**src/rtl/etin35_pkg.sv**
```systemverilog
// Shared definitions for the matmul sequencing logic.
//   seq_state_e      : sequencer FSM states
//   *_DEF localparams: default job geometry and ready timeout
package etin35_pkg;

    localparam int ROWS_DEF        = 8;   // rows fetched per job
    localparam int COLS_DEF        = 4;   // result columns per row
    localparam int RDY_TIMEOUT_DEF = 16;  // max WAIT_RDY cycles before error

    typedef enum logic [2:0] {
        IDLE     = 3'd0,
        FETCH    = 3'd1,
        WAIT_RDY = 3'd2,
        CALC     = 3'd3,
        OUT      = 3'd4
    } seq_state_e;

endpackage

```
**src/rtl/matmul_sequencer.sv**
```systemverilog
// matmul_sequencer
// Steps a MAC datapath through a ROWS x COLS result matrix. Each row is
// fetched from the input_controller (input_start / input_ready handshake),
// then every column is computed (mac_en) and presented downstream
// (result_valid) until accepted (result_ack).
//
// Ports
//   clk           in   clock, rising edge
//   reset_n       in   asynchronous active-low reset
//   load_done     in   start a job (ignored while busy)
//   input_ready   in   input_controller elements valid (only used in WAIT_RDY)
//   data_valid    in   byte-load strobe; seen during a job it flags err
//   result_ack    in   downstream accepts the current result
//   input_start   out  one-cycle row-fetch request
//   row_idx       out  current row
//   col_sel       out  current coefficient column
//   mac_en        out  MAC computes C[row_idx][col_sel] this cycle
//   result_valid  out  MAC result held for downstream
//   busy          out  job in progress
//   done          out  one-cycle pulse after the final result is accepted
//   err           out  sticky protocol / timeout error
module matmul_sequencer
    import etin35_pkg::*;
#(
    parameter int ROWS        = ROWS_DEF,
    parameter int COLS        = COLS_DEF,
    parameter int RDY_TIMEOUT = RDY_TIMEOUT_DEF
) (
    input  logic                     clk,
    input  logic                     reset_n,
    input  logic                     load_done,
    input  logic                     input_ready,
    input  logic                     data_valid,
    input  logic                     result_ack,
    output logic                     input_start,
    output logic [$clog2(ROWS)-1:0]  row_idx,
    output logic [$clog2(COLS)-1:0]  col_sel,
    output logic                     mac_en,
    output logic                     result_valid,
    output logic                     busy,
    output logic                     done,
    output logic                     err
);

    localparam int ROW_W = $clog2(ROWS);
    localparam int COL_W = $clog2(COLS);
    // One extra count value so the counter can represent RDY_TIMEOUT itself.
    localparam int TMO_W = $clog2(RDY_TIMEOUT + 1);

    localparam logic [ROW_W-1:0] ROW_LAST = ROW_W'(ROWS - 1);
    localparam logic [COL_W-1:0] COL_LAST = COL_W'(COLS - 1);
    localparam logic [TMO_W-1:0] TMO_LAST = TMO_W'(RDY_TIMEOUT - 1);

    seq_state_e        state_reg, state_next;
    logic [ROW_W-1:0]  row_reg,   row_next;
    logic [COL_W-1:0]  col_reg,   col_next;
    logic [TMO_W-1:0]  tmo_reg,   tmo_next;
    logic              err_reg,   err_next;
    logic              done_reg,  done_next;

    always_ff @(posedge clk or negedge reset_n) begin
        if (!reset_n) begin
            state_reg <= IDLE;
            row_reg   <= '0;
            col_reg   <= '0;
            tmo_reg   <= '0;
            err_reg   <= 1'b0;
            done_reg  <= 1'b0;
        end else begin
            state_reg <= state_next;
            row_reg   <= row_next;
            col_reg   <= col_next;
            tmo_reg   <= tmo_next;
            err_reg   <= err_next;
            done_reg  <= done_next;
        end
    end

    always_comb begin
        state_next = state_reg;
        row_next   = row_reg;
        col_next   = col_reg;
        tmo_next   = tmo_reg;
        err_next   = err_reg;
        done_next  = 1'b0;

        case (state_reg)
            IDLE: begin
                if (load_done) begin
                    row_next   = '0;
                    col_next   = '0;
                    err_next   = 1'b0;
                    state_next = FETCH;
                end
            end
            FETCH: begin
                // Fresh timeout window for every row fetch.
                tmo_next   = '0;
                state_next = WAIT_RDY;
            end
            WAIT_RDY: begin
                if (input_ready) begin
                    col_next   = '0;
                    state_next = CALC;
                end else if (tmo_reg == TMO_LAST) begin
                    // This is the RDY_TIMEOUT-th cycle without ready: abort.
                    err_next   = 1'b1;
                    state_next = IDLE;
                end else begin
                    tmo_next = tmo_reg + 1'b1;
                end
            end
            CALC: begin
                state_next = OUT;
            end
            OUT: begin
                if (result_ack) begin
                    if (col_reg != COL_LAST) begin
                        col_next   = col_reg + 1'b1;
                        state_next = CALC;
                    end else if (row_reg != ROW_LAST) begin
                        row_next   = row_reg + 1'b1;
                        col_next   = '0;
                        state_next = FETCH;
                    end else begin
                        done_next  = 1'b1;
                        state_next = IDLE;
                    end
                end
            end
            default: begin
                state_next = IDLE;
            end
        endcase

        // A byte load during a job shifts the input_controller rotation out
        // of step with row_idx; flag it but let the job run to the end.
        if (state_reg != IDLE && data_valid) begin
            err_next = 1'b1;
        end
    end

    // All outputs come straight from registers or a decode of state_reg.
    assign input_start  = (state_reg == FETCH);
    assign mac_en       = (state_reg == CALC);
    assign result_valid = (state_reg == OUT);
    assign busy         = (state_reg != IDLE);
    assign row_idx      = row_reg;
    assign col_sel      = col_reg;
    assign done         = done_reg;
    assign err          = err_reg;

endmodule

```
**config.mk**
```make
export PLATFORM = sky130hd
export DESIGN_NAME = matmul_sequencer
export DESIGN_NICKNAME = d
export VERILOG_FILES = /design/src/rtl/etin35_pkg.sv /design/src/rtl/matmul_sequencer.sv
export SDC_FILE = /design/constraint.sdc
export NUM_CORES = 1
export LEC_CHECK = 0
export BUFFER_PORTS_ARGS = -buffer_cell sky130_fd_sc_hd__buf_2
export CORE_MARGIN = 2
export CORE_UTILIZATION = 53
export CTS_CLUSTER_SIZE = 24
export DETAILED_ROUTE_END_ITERATION = 6
export PLACE_DENSITY_LB_ADDON = 0.12
export SETUP_SLACK_MARGIN = 0.3
export SLEW_MARGIN = 5
export SYNTH_ARGS = -nofsm -noshare
export SYNTH_HDL_FRONTEND = slang
export SYNTH_SLANG_ARGS = --single-unit
```
**constraint.sdc**
```tcl
create_clock -name clk -period 2.15 [get_ports clk]
set_input_delay 0.215 -clock clk [delete_from_list [all_inputs] [get_ports clk]]
set_output_delay 0.215 -clock clk [all_outputs]
set_load 0.03 [all_outputs]
```
# == Word level (Yosys, flattened, before mapping) ==
# Cells that the tools add are included.
# word_totals
word_cells,70
ram_bits,0
in_bits,6
mem_count,0
regBits,15
out_inout_bits,11
latch_bits,0
romBits,0
# classes
shift,0
multipliers,0
n_lt_le_gt_ge,0
n_eq_ne,19
div_mod_pow,0
addsub,3
n_reduce_logical,12
muxes,30
bitwise_logic,0
# op_table
cell,n
$mux 3,8
$ne 3x3->1 const B,5
$pmux 3 s5,1
$ne 2x2->1 const B,7
$mux 2,6
$mux 5,2
$pmux 5 s2,1
$reduce_and 5->1,2
$mux 1,9
$reduce_bool 3->1,3
$eq 3x2->1 const B,2
$pmux 2 s3,1
$pmux 3 s2,1
$reduce_and 3->1,2
$add 5x1->5 const B,1
$eq 5x4->1 const B,1
$reduce_and 4->1,1
$reduce_bool 2->1,2
$add 3x1->3 const B,1
$eq 3x1->1 const B,1
$eq 3x3->1 const B,1
$logic_not 3->1,1
$ne 3x1->1 const B,1
$add 2x1->2 const B,1
other kinds (3),3

# == Longest topological paths before layout ==
# Gate-level depths: netlist (run 1).
# depth
ltp_word,5
depth_mapped,6
ltp_nobuf,6

# == Least setup slack after synthesis (run 1) ==
# OpenSTA, ideal clock, no wires.
# synth_path
kind,reg-to-reg
startpoint,register row_reg[0] (netlist: row_idx[0])
endpoint,register row_reg[0] (netlist: row_idx[0])
period_less_slack_ns,2.089
path_stages_with_launch,6
slack_ns,0.061
path_buffers,0
setup_ns,0.127
required_ns,2.023
arrival_time_ns,1.962
path_cell_list,dfrtp_1 -> ha_1 -> ha_1 -> nand2b_1 -> a2111oi_2 -> mux2_1
# synth_between
elab_chain_cells,5
word_cells_on_any_way,8
classes_between,add/sub: 1; eq/ne: 2; mux: 4; reduce/logical: 1
# synth_lines
item,line_no,source
from (decl),matmul_sequencer.sv:55,"logic [ROW_W-1:0] row_reg, row_next;"
from (signal assigned),matmul_sequencer.sv:71,row_reg <= row_next;
$add 3x1->3,matmul_sequencer.sv:122,row_next = row_reg + 1'b1;
$mux 3,matmul_sequencer.sv:121,end else if (row_reg != ROW_LAST) begin
$mux 3,matmul_sequencer.sv:118,if (col_reg != COL_LAST) begin
$mux 3,matmul_sequencer.sv:117,if (result_ack) begin
$pmux 3 s2,matmul_sequencer.sv:87,case (state_reg)
# Several ways; a longest one is shown, not always the timed one. The select of a mux whose other input is x is not followed.
# A chain may end at the register's enable or synchronous reset.

# == Worst setup path after layout (run 1) ==
# Same ends and word-level chain as after synthesis.

==> out/metrics.yaml, run 1 <==
global_routing:
  track_usage_pct: 22.6
  grt_overflow: 0
  grt_pass1_vias: 701
  grt_max_degree: 16
  antenna_found_initial: 0
  grt_pass1_wl_um: 3210
sta:
  slew_headroom_pct: 65.9
  fin_crit_sh_pct: 85.1
  rsz0062_at_grt: "yes"
  fin_hold_ws_ns: 0.117
  final-hold-violation-count: 0
  slew_violations: 0
  tightest_slew_ns: 0.498
  max_freq_mhz: 547
  finalSetupViolCount: 0
  setup_tns_ns: 0
  fin_ws_ns: 0.320
  fin_skew_ns: 0.00424
  period_needed_ns: 1.83
worst_setup_path:
  required_ns: 2.34
  crit_path_top_delay_cell: "a2111oi_4"
  startpoint_type: "register"
  critPathMaxStageDelay_ns: 0.47
  reg2reg_depth: 5
  critPathKind: "reg -> reg"
  crit_fanout: 3
  arrival_ns: 2.02
  cpLargestDelayFamily: "compound AO/OA/AOI/OAI gates"
  timing.rr.end: "row_idx[0]$_DFFE_PN0P_"
  crit_path_frequent_cell: "ha_4"
  rrSetupSlack_ns: 0.32
  cp-end-kind: "register"
  r2r_start: "row_idx[0]$_DFFE_PN0P_"
  cp.depth: 5
  crit_chain: "ha_4, ha_4, nand2b_4, a2111oi_4, mux2_4"
  path_buf_inv: 0
clocking:
  cts_tree: "built"
  clk-insertion-delay-late_ns: 0.30
  cts.sinks: 15
  clkTransAtPathRegs_ns: 0.09
  htree_levels: 1
  numCtsBuffers: 3
  cts_root_buffer: "clkbuf_4"
  cts_buffer_depth: 2
layout:
  final_cell_mix: "buf_2 (16), dfrtp_1 (13), inv_1 (11)"
  final_common_cell: "buf_2"
  drive_above_1_share_pct: 31.6
  fillers: 121
  largest_reg_flops: 5
  diodes: 0
  final_net_count: 127
  area_delta_synth_final_pct: 24.8
route:
  num_vias: 759
  routed_wl_um: 2030
  avgRoutedWirePerCell_um: 15.6
  drt-initial-drc-count: 8
  postRouteAntennaNets: 0
  dr.pass1.iters: 3
  drc: 0
  viasPerCell: 5.84
placed_design:
  gp_congestion: 0.767
  pre_cts_slack_ns: 0.335
  numPortBuffers: 16
  hpwl_um: 1430
yosys:
  yosysWarnings: 0
  post_synth.cell_area_avg_um2: 9.72
  synth_fp_nets: 103
  yosys.area_share.simple_pct: 17.3
  netlist_area_um2: 885
  synth.area.mux_share_pct: 4.67
  yosys_register_bits: 15
  syn_inst: 91
  synth-xor-area-share_pct: 0
  synthAdderAreaFrac_pct: 8.49
  synth_cell_type_count: 41
  yosysSeqAreaShare_pct: 42.4
  synth_top_family_by_area: "compound AO/OA/AOI/OAI gates"
  synth_compound_area_share_pct: 19.8
floorplan:
  start_util_pct: 57.4
  die_y_um: 44.9
  core_area_mm2: 0.00154
  dieArea_mm2: 0.00201
  fp.dieW_um: 44.9
  ioPinCount: 17
  rows: 14
pwr:
  powerDensity_mw_per_mm2: 1280
  vdd_drop_max_uv: 819
  power.leakage_uw: 0.000523
worst_hold_path:
  min_path_type: "in -> reg"
  min_from: "load_done"
  holdPathStages: 2
  hold_path_end: "err$_DFFE_PN0P_"
run:
  maxCapViolations: 0
run_status:
  outcome: "finished, final reports clean"
-- power breakdown --
part	total, uW	switching, uW	leakage, uW	internal [uW]
clock network	172	99.2	0.0000150	72.4
logic	800	496	0.000313	305
registers	444	75.8	0.000196	368
-- worst max-delay path by stage --
stage / start / end
global placement: row_idx[1]$_DFFE_PN0P_ / row_idx[0]$_DFFE_PN0P_
detailed placement: row_idx[1]$_DFFE_PN0P_ / row_idx[0]$_DFFE_PN0P_
floorplan: row_idx[1]$_DFFE_PN0P_ / row_idx[0]$_DFFE_PN0P_
finish: row_idx[0]$_DFFE_PN0P_ / row_idx[0]$_DFFE_PN0P_
global route: row_idx[1]$_DFFE_PN0P_ / row_idx[0]$_DFFE_PN0P_
CTS: tmo_reg[0]$_DFFE_PN0P_ / tmo_reg[3]$_DFFE_PN0P_
-- worst register-to-register path, cell delays in order, from the launching register on --
cell,delay (ns)
dfrtp_2,0.44
ha_4,0.18
ha_4,0.16
nand2b_4,0.14
a2111oi_4,0.47
mux2_4,0.34
-- layout make-up --
class / count / area (um2) / area share [%]
multi-input cells: 59 / 495 / 44.9
flip-flops and latches: 15 / 378 / 34.2
repair buffers: 23 / 135 / 12.2
inverters: 13 / 48.8 / 4.42
clock buffers: 4 / 26.3 / 2.38
well taps: 16 / 20.0 / 1.81
-- through the flow --
step | total power (uW) | util, % | instance area, um2 | cells
after floorplan | 998 | - | 912 | 91
after global placement | 1180 | 66.1 | 1020 | 122
after detailed placement | 1210 | 66.1 | 1020 | 122
after CTS | 1380 | 68.4 | 1050 | 127
after global routing | 1520 | 71.6 | 1100 | 130
final | 1420 | 71.6 | 1100 | 130
-- cell families after synthesis --
family | count (synthesis)
simple gates | 25
compound gates | 24
buf+inv | 17
flops | 15
fa+ha+maj | 6
mux | 4
-- metal layers --
| metal | up-vias | GRT usage, % | share of wire, % |
|---|---|---|---|
| met4 | 0 | 8.82 | 1.5 |
| met5 | - | 0 | 0 |
| met2 | 20 | 32.2 | 45 |
| met1 | 359 | 33.6 | 50 |
| li1 | 377 | - | - |
| met3 | 3 | 4.80 | 3.5 |
-- timing repair --
| action | in CTS | in global routing |
|---|---|---|
| resized for setup | 0 | 4 |
| buffers inserted | 0 | 3 |
| hold buffers | 1 | 0 |
| endpoints found under the setup margin | 0 | 2 |
| endpoints found under the hold margin | 15 | 0 |
-- cell usage after synthesis --
cell / instances / area, um2
nand3_1: 1 / 5.00
o21ai_0: 1 / 5.00
nand4_1: 1 / 6.26
nor3b_1: 1 / 7.51
nor4b_1: 1 / 8.76
o211ai_1: 2 / 15.0
mux2i_1: 3 / 30.0
dfrtp_1: 15 / 375
clkbuf_1: 3 / 11.3
a2111oi_2: 1 / 15.0
or3b_1: 1 / 8.76
nand2_1: 4 / 15.0
inv_2: 2 / 7.51
o31ai_1: 2 / 15.0
or2_1: 1 / 6.26
a41oi_1: 1 / 8.76
nor2_1: 2 / 7.51
or4b_1: 1 / 10.0
nand2b_1: 2 / 12.5
or2_2: 1 / 6.26
mux2_1: 1 / 11.3
nor2b_1: 2 / 12.5
a21oi_1: 2 / 10.0
o221ai_1: 2 / 17.5
ha_1: 6 / 75.1
and4b_1: 1 / 10.0
buf_2: 1 / 5.00
or4_1: 1 / 7.51
and3_1: 2 / 12.5
nor3_1: 2 / 10.0
a22oi_1: 1 / 7.51
a211oi_1: 1 / 7.51
inv_1: 11 / 41.3
a32oi_1: 1 / 8.76
a21o_1: 1 / 7.51
o21ai_1: 5 / 25.0
a31oi_1: 1 / 6.26
o2bb2ai_1: 1 / 8.76
a22o_1: 1 / 8.76
and2_1: 1 / 6.26
o311ai_1: 1 / 8.76
No activity file was read; power rests on OpenSTA's default activity.
==> run 2, diff against run 1 <==
ABC_AREA = 1   (was not set)
ABC_CLOCK_PERIOD_IN_PS = 2150   (was not set)
CTS_CLUSTER_SIZE = 25   (was 24)
==> out/metrics.yaml, run 2 <==
run_status:
  outcome: "finished, final reports clean"  # unchanged
yosys:
  synth_cell_type_count: 22  # was 41
  synthArstFlopShare_pct: 100  # unchanged
  synth_area_leaders: "dfrtp_1 (41%), nand2_1 (9.8%), ha_1 (8.2%)"  # was dfrtp_1 (42%), ha_1 (8.5%), inv_1 (4.7%)
  synth-edff-count: 0  # unchanged
  yosysSeqAreaShare_pct: 40.8  # was 42.4%
  yosysWarnings: 0  # unchanged
  synth.top_cell.area_share_pct: 40.8  # was 42.4%
  netlist_area_um2: 920  # was 885 um2
  syn_inst: 112  # was 91
  synth_fp_nets: 124  # was 103
  netlist_top_cells_count: "nand2_1 (24), dfrtp_1 (15), inv_1 (14), nor2_1 (13), nand3_1 (12)"  # was dfrtp_1 (15), inv_1 (11), ha_1 (6), o21ai_1 (5), nand2_1 (4)
  synth_ff_type: "dfrtp_1"  # unchanged
  yosysMostFrequentCell: "nand2_1"  # was dfrtp_1
  yosys_register_bits: 15  # unchanged
  yosysTopAreaCell: "dfrtp_1"  # unchanged
  post_synth.cell_area_avg_um2: 8.21  # was 9.72 um2
worst_setup_path:
  arrival_ns: 1.51  # was 2.02 ns
  crit_path_frequent_cell: "inv_1"  # was ha_4
  cp-end-kind: "output pin"  # was register
  required_ns: 1.93  # was 2.34 ns
  crit_chain: "inv_1, nand3_1, inv_1, buf_2"  # was ha_4, ha_4, nand2b_4, a2111oi_4, mux2_4
  cp-startpoint: "state_reg[2]$_DFFE_PN0P_"  # was row_idx[0]$_DFFE_PN0P_
  crit_path_top_delay_cell: "dfrtp_1"  # was a2111oi_4
  crit_fanout: 8  # was 3
  critPathMaxStageDelay_ns: 0.59  # was 0.47 ns
  startpoint_type: "register"  # unchanged
  critPathKind: "reg -> out"  # was reg -> reg
  r2r_start: "tmo_reg[0]$_DFFE_PN0P_"  # was row_idx[0]$_DFFE_PN0P_
floorplan:
  rows: 15  # was 14
  dieArea_mm2: 0.00208  # was 0.00201 mm2
  start_util_pct: 55.1  # was 57.4%
  ioPinCount: 17  # unchanged
  core_area_mm2: 0.00167  # was 0.00154 mm2
  die_y_um: 45.7  # was 44.9 um
  fp.dieW_um: 45.7  # was 44.9 um
worst_hold_path:
  min_path_type: "in -> reg"  # unchanged
  min_from: "result_ack"  # was load_done
global_routing:
  grt_overflow: 0  # unchanged
  grt_pass1_vias: 674  # was 701
  top_usage_layer: "met2"  # was met1
  grt_pass1_wl_um: 2830  # was 3210 um
  grt_use_met2_pct: 30.1  # was 32.2%
  track_usage_pct: 19.3  # was 22.6%
  met1_usage_pct: 25.0  # was 33.6%
  antenna_found_initial: 0  # unchanged
  grtUsageMet3_pct: 3.57  # was 4.80%
  grt_max_degree: 16  # unchanged
layout:
  diodes: 0  # unchanged
  area_delta_synth_final_pct: 13.7  # was 24.8%
  drive_above_1_share_pct: 24.2  # was 31.6%
  final_cell_mix: "nand2_1 (24), buf_2 (16), dfrtp_1 (15)"  # was buf_2 (16), dfrtp_1 (13), inv_1 (11)
  final_common_cell: "nand2_1"  # was buf_2
  largest_reg_flops: 5  # unchanged
  design_area_mm2: 0.00105  # was 0.00110 mm2
  utilization_pct: 62.6  # was 71.6%
  final_net_count: 145  # was 127
clocking:
  cts_buffer_depth: 2  # unchanged
  htree_levels: 1  # unchanged
  cts_tree: "built"  # unchanged
  cts.sinks: 15  # unchanged
  numCtsBuffers: 3  # unchanged
  cts_setup_buffers: 0  # unchanged
  clkTransAtPathRegs_ns: 0.09  # about the same
  clk-insertion-delay-late_ns: 0.29  # was 0.30 ns
  cts_root_buffer: "clkbuf_4"  # unchanged
sta:
  slew_headroom_pct: 73.6  # was 65.9%
  finalSetupViolCount: 0  # unchanged
  setup_tns_ns: 0  # unchanged
  rsz0062_at_grt: "no"  # was yes
  final-hold-violation-count: 0  # unchanged
  fin_crit_sh_pct: 80.4  # was 85.1%
  fin_skew_ns: 0.00101  # was 0.00424 ns
  max_freq_mhz: 578  # was 547 MHz
  slew_violations: 0  # unchanged
  tightest_slew_ns: 0.396  # was 0.498 ns
  fin_ws_ns: 0.420  # was 0.320 ns
  period_needed_ns: 1.73  # was 1.83 ns
placed_design:
  gp_congestion: 0.891  # was 0.767
  numPortBuffers: 16  # unchanged
  hpwl_um: 1320  # was 1430 um
  pre_cts_slack_ns: 0.516  # was 0.335 ns
  placed_cell_area_mm2: 0.00101  # was 0.00102 mm2
run:
  maxCapViolations: 0  # unchanged
pwr:
  powerDensity_mw_per_mm2: 1250  # was 1280 mW/mm2
  vdd_drop_max_uv: 578  # was 819 uV
  finalPower_uw: 1300  # was 1420 uW
  power.leakage_uw: 0.000638  # was 0.000523 uW
route:
  drc: 0  # unchanged
  avgRoutedWirePerCell_um: 11.5  # was 15.6 um
  routed_wl_um: 1710  # was 2030 um
  postRouteAntennaNets: 0  # unchanged
  dr.pass1.iters: 4  # was 3
  viasPerCell: 5.30  # was 5.84
  num_vias: 790  # was 759
  drt-initial-drc-count: 18  # was 8
==> run 2: cell types whose count changed after synthesis, moves of 3 or more <==
cell	before	now
clkbuf_1	3	0
inv_1	11	14
nand2_1	4	24
nand2_4	0	3
nand3_1	1	12
nand4_1	1	6
nor2_1	2	13
o21ai_1	5	1
==> run 2: area by class of cell <==
| type | instances | area [um2] |
|---|---|---|
| fillers | 154 | 624 |
| inverters | 17 | 63.8 |
| flip-flops and latches | 15 | 375 |
| well taps | 17 | 21.3 |
| repair buffers | 17 | 90.1 |
| multi-input cells | 79 | 469 |
| clock buffers | 4 | 26.3 |
==> run 2: final timing paths <==
| kind | to | cells past startpoint | slack (ns) |
|---|---|---|---|
| setup / recovery | input_start | 4 | 0.42 |
| hold / removal | done$_DFF_PN0_ | 3 | 0.16 |
| hold reg to reg | row_idx[1]$_DFFE_PN0P_ | 2 | 0.50 |
| setup reg to reg | tmo_reg[4]$_DFFE_PN0P_ | 8 | 0.49 |
| max in group asynchronous | row_idx[0]$_DFFE_PN0P_ | 2 | 1.54 |
| min in group asynchronous | err$_DFFE_PN0P_ | 2 | 0.35 |
==> run 2: routing by layer <==
metal | vias to the layer above | wire, um
met1 | 367 | 830
met3 | 5 | 59
met2 | 17 | 796
met5 | - | 0
met4 | 0 | 27
li1 | 401 | -
==> run 2: worst max-delay path: cells and delay by family, from the launching register on <==
family,cells,cell delay (ns)
simple gates,1,0.28
buf+inv,3,0.34
flops,1,0.59
==> run 2: power breakdown <==
group / internal, uW / total (uW) / switching [uW]
registers: 352 / 453 / 101
logic: 216 / 681 / 465
clock network: 72.3 / 168 / 95.5
total: 640 / 1300 / 662
==> run 2: logic make-up after synthesis <==
| logic type | synth area share, % |
|---|---|
| xor gates and xnor gates | 1.91 |
| and+or+nand+nor | 37.4 |
| AOI/OAI and AO/OA | 2.45 |
| DFF | 40.8 |
| muxes | 1.09 |
| adders and majority gates | 8.16 |
| buffers and inverters | 8.16 |
==> run 2: repair_timing <==
action,CTS,global route
resized for setup,0,0
setup endpoints to repair,0,0
hold endpoints to repair,15,0
hold buffers,1,0
==> run 2: stage by stage <==
stage          hold slack (ns)  instances
2_1_floorplan          -0.0806        112
3_3_place_gp             0.136        144
3_5_place_dp             0.139        144
4_1_cts                  0.162        149
5_1_grt                  0.167        149
6_report                 0.163        149
==> run 3, diff against run 2 <==
ABC_AREA = 0   (was 1)
ABC_CLOCK_PERIOD_IN_PS = 1700   (was 2150)
clock period = 1.7 ns   (was 2.15 ns; I/O delays follow)
==> out/metrics.yaml, run 3 (synthesis results as in run 1) <==
worst_setup_path:
  critPathKind: "reg -> out"  # unchanged
  rrSetupSlack_ns: 0.01  # was 0.49 ns
  cpLargestDelayFamily: "simple AND/OR/NAND/NOR gates"  # was flip-flops
  crit_path_frequent_cell: "buf_6"  # was inv_1
  cp-end-kind: "output pin"  # unchanged
  startpoint_type: "register"  # unchanged
  crit_path_top_delay_cell: "or3b_4"  # was dfrtp_1
  critPathMaxStageDelay_ns: 0.43  # was 0.59 ns
  arrival_ns: 1.53  # was 1.51 ns
  required_ns: 1.53  # was 1.93 ns
  reg2reg_depth: 6  # was 8
  crit_fanout: 12  # was 8
  crit_chain: "buf_6, or3b_4, inv_2, buf_6"  # was inv_1, nand3_1, inv_1, buf_2
  path_buf_inv: 3  # unchanged
  cp.depth: 4  # unchanged
sta:
  slew_headroom_pct: 76.2  # was 73.6%
  slew_violations: 0  # unchanged
  fin_skew_ns: 0.00632  # was 0.00101 ns
  max_freq_mhz: 590
  rsz0062_at_grt: "yes"  # was no
  final-hold-violation-count: 0  # unchanged
  fin_crit_sh_pct: 99.7
  tightest_slew_ns: 0.358  # was 0.396 ns
  finalSetupViolCount: 0  # unchanged
  period_needed_ns: 1.70
  fin_ws_ns: 0.00488  # was 0.420 ns
pwr:
  sw_frac_of_total_pct: 45.5  # was 50.8%
  finalPower_uw: 2330  # was 1300 uW
  power.leakage_uw: 0.000624  # was 0.000638 uW
  clock_power_share_pct: 9.7  # was 12.9%
  p_int_uw: 1270  # was 640 uW
  vdd_drop_max_uv: 1280  # was 578 uV
  switchingPower_uw: 1060  # was 662 uW
  power.share.combinational_pct: 65.9  # was 52.3%
  pwr-share-seq_pct: 24.4  # was 34.8%
  powerDensity_mw_per_mm2: 1720  # was 1250 mW/mm2
layout:
  final_net_count: 141  # was 145
  final_cells: 144  # was 149
  diodes: 0  # unchanged
  drive_above_1_share_pct: 54.7  # was 24.2%
  final_cell_mix: "dfrtp_1 (13), buf_2 (13), buf_4 (13)"  # was nand2_1 (24), buf_2 (16), dfrtp_1 (15)
  design_area_mm2: 0.00135  # was 0.00105 mm2
  largest_reg_flops: 5  # unchanged
  fillers: 69  # was 154
  area_delta_synth_final_pct: 52.8  # was 13.7%
floorplan:
  core_area_mm2: 0.00154  # was 0.00167 mm2
  fp.dieW_um: 44.9  # was 45.7 um
  start_util_pct: 57.4  # was 55.1%
  die_y_um: 44.9  # was 45.7 um
  ioPinCount: 17  # unchanged
  rows: 14  # was 15
  dieArea_mm2: 0.00201  # was 0.00208 mm2
clocking:
  clkTransAtPathRegs_ns: 0.10  # was 0.09 ns
  cts_buffer_depth: 2  # unchanged
  numCtsBuffers: 3  # unchanged
  htree_levels: 1  # unchanged
  clk-insertion-delay-late_ns: 0.30  # was 0.29 ns
  cts_tree: "built"  # unchanged
  cts.sinks: 15  # unchanged
  cts_root_buffer: "clkbuf_4"  # unchanged
global_routing:
  grt_max_degree: 16  # unchanged
  grt_pass1_wl_um: 3670  # was 2830 um
  antenna_found_initial: 0  # unchanged
  track_usage_pct: 25.6  # was 19.3%
  grt_overflow: 0  # unchanged
  grt_pass1_vias: 804  # was 674
route:
  drc: 0  # unchanged
  avgRoutedWirePerCell_um: 18.2  # was 11.5 um
  routed_wl_um: 2620  # was 1710 um
  postRouteAntennaNets: 0  # unchanged
  num_vias: 841  # was 790
  drt-initial-drc-count: 21  # was 18
  viasPerCell: 5.84  # was 5.30
  dr.pass1.iters: 4  # unchanged
placed_design:
  numPortBuffers: 16  # unchanged
  place_inst: 126  # was 144
  hpwl_um: 1500  # was 1320 um
  placed_cell_area_mm2: 0.00109  # was 0.00101 mm2
  gp_congestion: 0.887  # was 0.891
  pre_cts_slack_ns: -0.0125  # was 0.516 ns
worst_hold_path:
  min_path_type: "in -> reg"  # unchanged
  holdPathStages: 2  # was 3
run:
  maxCapViolations: 0  # unchanged
run_status:
  outcome: "finished, final reports clean"  # unchanged
run 3: final timing paths:
kind                                          startpoint                      to
worst max-delay path            state_reg[0]$_DFFE_PN0P_             input_start
worst min-delay path                           load_done         err$_DFFE_PN0P_
worst max register to register    row_idx[0]$_DFFE_PN0P_  row_idx[1]$_DFFE_PN0P_
worst min register to register    col_sel[0]$_DFFE_PN0P_  col_sel[0]$_DFFE_PN0P_
max in group asynchronous                        reset_n  row_idx[1]$_DFFE_PN0P_
min in group asynchronous                        reset_n  tmo_reg[2]$_DFFE_PN0P_
run 3: repair_timing:
item                                    4_1_cts  5_1_grt
pin swaps                                     3        3
setup buffers                                 6        7
hold endpoints to repair                     15        0
endpoints found under the setup margin       17       17
gates resized for setup                      14       20
hold buffers                                  1        0
run 3: worst register-to-register path, cell delays in order, from the launching register on:
cell	delay, ns
dfrtp_2	0.43
ha_4	0.17
ha_4	0.16
nand2b_4	0.14
a2111oi_4	0.34
buf_4	0.19
mux2i_1	0.18
run 3: final cells by class:
type / count / area (um2) / area share, %
timing repair buffer: 37 / 285 / 21.1
inverter: 13 / 48.8 / 3.61
multi-input combinational: 59 / 589 / 43.6
clock inverter: 1 / 7.51 / 0.556
tap: 16 / 20.0 / 1.48
sequential: 15 / 378 / 28.0
clock buffer: 3 / 22.5 / 1.67
run 3: metrics by stage:
step | hold WS (ns) | setup TNS [ns] | util [%]
after floorplan | -0.126 | -0.0942 | -
after global placement | 0.0927 | 0 | 70.6
after detailed placement | 0.0900 | -0.0125 | 70.6
after CTS | 0.0843 | 0 | 79.4
after global routing | 0.0825 | -0.125 | 87.7
final | 0.0814 | 0 | 87.7
run 3: power by group through the flow:
stage | logic [uW] | registers [uW] | clock network [uW]
floorplan | 628 | 659 | 0
CTS | 1200 | 552 | 219
global placement | 1000 | 553 | 0
finish | 1530 | 567 | 225
detailed placement | 1030 | 561 | 0
global route | 1630 | 574 | 235
run 3: routing by layer:
metal	GRT usage (%)	routed length [um]
met1	35.6	1240
met3	4.00	123
met5	0	0
met4	8.82	40
met2	40.9	1220
